===== src/rtl/mem_access_unit.sv =====
// MEM-stage data-memory controller: runs one load/store per instruction over a
// req/ack port, stalls the upstream pipeline meanwhile and reports misalignment/timeouts.
module mem_access_unit #(
  parameter int TIMEOUT = 255,
  parameter int CNT_W   = 8
) (
  input  logic        clk,
  input  logic        reset,
  input  logic        MEM_MemRead_In,
  input  logic        MEM_MemWrite_In,
  input  logic        MEM_RegWrite_In,
  input  logic        MEM_MemtoReg_In,
  input  logic [31:0] MEM_ALUresult_In,
  input  logic [31:0] MEM_WriteData_In,
  input  logic [4:0]  MEM_Index_WriteReg_In,
  output logic        Dmem_Req,
  output logic        Dmem_We,
  output logic [31:0] Dmem_Addr,
  output logic [31:0] Dmem_WData,
  input  logic        Dmem_Ack,
  input  logic [31:0] Dmem_RData,
  output logic        Stall_Out,
  output logic [31:0] ReadData_Out,
  output logic        RegWrite_Out,
  output logic        MemtoReg_Out,
  output logic [31:0] ALUresult_Out,
  output logic [4:0]  Index_WriteReg_Out,
  output logic        Fault_Out,
  output logic [31:0] Fault_Addr
);

  typedef enum logic [1:0] {IDLE, REQ, DONE} state_t;

  localparam logic [CNT_W-1:0] CNT_LAST = CNT_W'(TIMEOUT - 1);

  state_t           state;
  logic [CNT_W-1:0] cnt_p1;
  logic [31:0]      rdata_p1;
  logic             abort_p1;

  logic mem_op;
  logic op_bad;
  logic op_go;

  assign mem_op = MEM_MemRead_In | MEM_MemWrite_In;
  assign op_bad = (MEM_MemRead_In & MEM_MemWrite_In)
                | (mem_op & (MEM_ALUresult_In[1:0] != 2'b00));
  assign op_go  = mem_op & ~op_bad;

  assign MemtoReg_Out       = MEM_MemtoReg_In;
  assign ALUresult_Out      = MEM_ALUresult_In;
  assign Index_WriteReg_Out = MEM_Index_WriteReg_In;

  // Stall and writeback gating must react in the same cycle the op appears,
  // and must drop immediately while reset is held.
  always_comb begin
    Stall_Out    = 1'b0;
    RegWrite_Out = 1'b0;
    ReadData_Out = 32'd0;
    if (reset) begin
      case (state)
        IDLE: begin
          Stall_Out    = op_go;
          RegWrite_Out = MEM_RegWrite_In & ~mem_op;
        end
        REQ: Stall_Out = 1'b1;
        DONE: begin
          RegWrite_Out = MEM_RegWrite_In & ~abort_p1;
          ReadData_Out = rdata_p1;
        end
        default: ;
      endcase
    end
  end

  // Access sequencer: latch request in IDLE, wait for ack or timeout in REQ,
  // present result for one cycle in DONE.
  always_ff @(posedge clk or negedge reset) begin
    if (!reset) begin
      state      <= IDLE;
      Dmem_Req   <= 1'b0;
      Dmem_We    <= 1'b0;
      Dmem_Addr  <= 32'd0;
      Dmem_WData <= 32'd0;
      Fault_Out  <= 1'b0;
      Fault_Addr <= 32'd0;
      cnt_p1     <= '0;
      rdata_p1   <= 32'd0;
      abort_p1   <= 1'b0;
    end else begin
      Fault_Out <= 1'b0;
      case (state)
        IDLE: begin
          if (op_go) begin
            Dmem_Req   <= 1'b1;
            Dmem_We    <= MEM_MemWrite_In;
            Dmem_Addr  <= MEM_ALUresult_In;
            Dmem_WData <= MEM_WriteData_In;
            cnt_p1     <= '0;
            abort_p1   <= 1'b0;
            state      <= REQ;
          end else if (op_bad) begin
            Fault_Out  <= 1'b1;
            Fault_Addr <= MEM_ALUresult_In;
          end
        end
        REQ: begin
          cnt_p1 <= cnt_p1 + 1'b1;
          if (Dmem_Ack) begin
            Dmem_Req <= 1'b0;
            Dmem_We  <= 1'b0;
            rdata_p1 <= Dmem_We ? 32'd0 : Dmem_RData;
            state    <= DONE;
          end else if (cnt_p1 == CNT_LAST) begin
            Dmem_Req   <= 1'b0;
            Dmem_We    <= 1'b0;
            Fault_Out  <= 1'b1;
            Fault_Addr <= Dmem_Addr;
            rdata_p1   <= 32'd0;
            abort_p1   <= 1'b1;
            state      <= DONE;
          end
        end
        DONE: begin
          abort_p1 <= 1'b0;
          state    <= IDLE;
        end
        default: state <= IDLE;
      endcase
    end
  end

endmodule


===== config.mk =====
export PLATFORM = sky130hd
export DESIGN_NAME = mem_access_unit
export DESIGN_NICKNAME = d
export VERILOG_FILES = /design/src/rtl/mem_access_unit.sv
export SDC_FILE = /design/constraint.sdc
export NUM_CORES = 1
export LEC_CHECK = 0
export CAP_MARGIN = 25
export CORE_MARGIN = 8
export CORE_UTILIZATION = 45
export DETAILED_ROUTE_END_ITERATION = 16
export PLACE_DENSITY = 0.92
export SLEW_MARGIN = 20
export SYNTH_ARGS = -nofsm -noshare
export SYNTH_HDL_FRONTEND = slang
export SYNTH_SLANG_ARGS = --single-unit

===== constraint.sdc =====
create_clock -name clk -period 2.83 [get_ports clk]
set_input_delay 0.283 -clock clk [delete_from_list [all_inputs] [get_ports clk]]
set_output_delay 0.283 -clock clk [all_outputs]
set_load 0.01 [all_outputs]

==> impl_metrics.py <==
metrics = {
    "synth": {
        "syn_area_um2": 6270,
        "synth_seq_cells": 142,
        "synthCells": 528,
        "synth.yosys.seq_area_share_pct": 56.6,
        "synth_flop_cell": "dfrtp_1",
        "ys_types": 34,
        "ys.warnings.count": 0,
        "syn_nets": 638,
        "synth_area_leaders": "dfrtp_1 (57%), mux2_2 (16%), nand2_1 (6.1%), buf_4 (4.9%), a22o_1 (4.5%)",
        "synthArstFlopShare_pct": 100,
        "synth_top_cell_area_share_pct": 56.6,
        "syn_avg_cell_area_um2": 11.9,
        "synth_edf_count": 0,
        "synth.largest_area_cell": "dfrtp_1",
    },
    "power": {
        "p_leak_uw": 0.00417,
        "ir_drop_v": 0.000541,
        "powerDensity_nw_per_um2": 831,
    },
    "timing": {
        "drv_slew": 0,
        "final-setup-viol-count": 0,
        "rsz0062_at_grt": "false",
        "hold_violations": 0,
        "clock.fmax_mhz": 385,
        "fin_crit_sh_pct": 91.9,
        "fin_crit_ps": 2600,
        "tightest_slew_ps": 791,
        "slew_headroom_pct": 47.3,
        "final.setup_skew_ps": 6.35,
        "fin_setup_tns_ps": 0,
    },
    "drt": {
        "via_per_inst": 5.15,
        "dr_total_vias": 4901,
        "antenna_left": 0,
        "drc_errors": 0,
        "drt-total-wl_mm": 18.2,
        "wl_per_cell_um": 19.2,
        "drtIter0Drc": 171,
        "dr.pass1.iters": 6,
    },
    "placement": {
        "placed_area_um2": 8880,
        "dp_cells": 918,
        "hpwl_mm": 13.5,
        "portBuffers": 266,
        "finalWeightedCongestion": 0.782,
    },
    "floorplanning": {
        "chipWidth_um": 134,
        "core-area_um2": 13800,
        "boundaryPins": 279,
        "start_util_pct": 45.5,
        "die_area_um2": 18000,
        "die_h_um": 134,
        "num_rows": 43,
    },
    "layout": {
        "final_cell_mix": "clkdlybuf4s50_1 (265), dfrtp_1 (142), nand2_1 (102)",
        "fin_cells": 951,
        "final_common_cell": "clkdlybuf4s50_1",
        "num_antenna_cells": 0,
        "drive_above_1_share_pct": 18.3,
        "fin_nets": 868,
        "synthToLayoutAreaGrowth_pct": 52.4,
        "finish.instance_area_um2": 9560,
    },
    "job": {
        "drv_cap": 0,
    },
    "global_route": {
        "grt_pass1_wl_mm": 28.8,
        "grt_max_degree": 64,
        "antenna_found_initial": 0,
        "gr-total-overflow": 0,
        "track_usage_pct": 20.3,
        "grt_pass1_vias": 5444,
    },
    "clock_network": {
        "cts.sink_count": 142,
        "cts.reportedPaths.clkPinSlew_ps": 60,
        "cts_root_buf": "clkbuf_16",
        "htree_levels": 4,
        "cts.repair.resized": 0,
        "clock_path_buffers": 2,
        "cts_setup_buffers": 0,
        "holdBufCountCts": 1,
        "insertion_delay_ps": 420,
        "cts_buffers": 17,
        "cts_tree": "done",
    },
    "worst_setup_path": {
        "crit_type": "in -> out",
        "cp_cell_sequence": "dlygate4sd3_1 -> buf_6 -> and3b_1 -> buf_4 -> and2_1 -> clkdlybuf4s50_1",
        "crit_arrival_ps": 2320,
        "cp-startpoint": "reset",
        "slowest_stage": "clkdlybuf4s50_1",
        "end_kind": "output pin",
        "cp.required_ps": 2550,
        "slowest_delay_ps": 570,
        "cp_max_fo": 32,
        "crit_path_start_kind": "input pin",
        "r2r-start": "state[1]$_DFFE_PN0P_",
    },
    "hold_path": {
        "hp-class": "in -> async",
    },
    "status": {
        "outcome": "finished clean",
    },
}
## flip-flops by register name, summed over array words and instances (netlist names)
signal,flops
Dmem_Addr,32
Dmem_Req,1
Dmem_WData,32
Dmem_We,1
Fault_Addr,32
Fault_Out,1
abort_p1,1
cnt_p1,8
rdata_p1,32
state,2
## cell usage after synthesis, types with 2 or more instances
library cell	count
ha_1	2
nand2_1	102
mux2_2	89
nor2_2	2
nand4_1	4
o31ai_1	4
nor3_1	2
a21oi_1	7
dfrtp_1	142
o211ai_1	3
a22o_1	32
and2_1	35
nor2_1	5
buf_4	41
o21ai_0	6
nand3_1	4
inv_1	4
clkbuf_1	13
mux2_1	5
buf_2	12
## worst paths after layout
check,end,slack [ps],cells past startpoint
worst max-delay path,ReadData_Out[19],230,6
worst min-delay path,rdata_p1[30]$_DFFE_PN0P_,290,2
worst max register to register,cnt_p1[7]$_DFFE_PN0P_,750,5
worst min register to register,Dmem_WData[5]$_DFFE_PN0P_,500,1
max in group asynchronous,Fault_Addr[26]$_DFFE_PN0P_,1500,3
min in group clk,Dmem_WData[8]$_DFFE_PN0P_,460,2
## critical path, delay by kind of cell
kind | cells | cell delay [ps]
buf+inv | 4 | 1610
simple gates | 2 | 390
## final cells by class
cell class | instances | area, µm²
Clock buffer | 19 | 453
Clock inverter | 13 | 213
Fill cell | 951 | 4210
Inverter | 4 | 15.0
Multi-Input combinational cell | 316 | 2310
Sequential cell | 142 | 3550
Tap cell | 180 | 225
Timing Repair Buffer | 277 | 2790
## through the flow
step	setup slack [ps]	util, %	hold WS (ps)	power, µW
final	230	69.4	286	7950
after global routing	102	69.4	319	8340
after CTS	200	69.4	284	8040
after detailed placement	358	64.5	139	5520
after global placement	393	64.5	136	5400
after floorplan	1090	-	-12.6	4090
## cell families after synthesis
logic type | after synthesis | share of synthesized area, %
xor gates and xnor gates | 2 | 0.279
and+or+nand+nor | 162 | 12.0
buffers and inverters | 70 | 6.88
DFF | 142 | 56.6
muxes | 94 | 16.9
adders and majority gates | 2 | 0.399
AOI/OAI and AO/OA | 56 | 6.90
## per-layer routing
metal  track usage [%]  up-vias  part of all wire (%)
met5                 0        -                     0
met4              9.48        0                   3.2
met3              7.89       42                   8.9
met2              35.6      207                    52
met1              20.9     2428                    36
li1                  -     2224                     -
## power by group
part / leakage [µW] / total (µW) / internal, µW / switching [µW]
logic: 0.00212 / 2400 / 1470 / 927
clock network: 0.000315 / 2470 / 1610 / 859
registers: 0.00174 / 3080 / 2670 / 408
total: 0.00417 / 7950 / 5760 / 2190
Note: power is estimated with default switching activity, not from simulation.
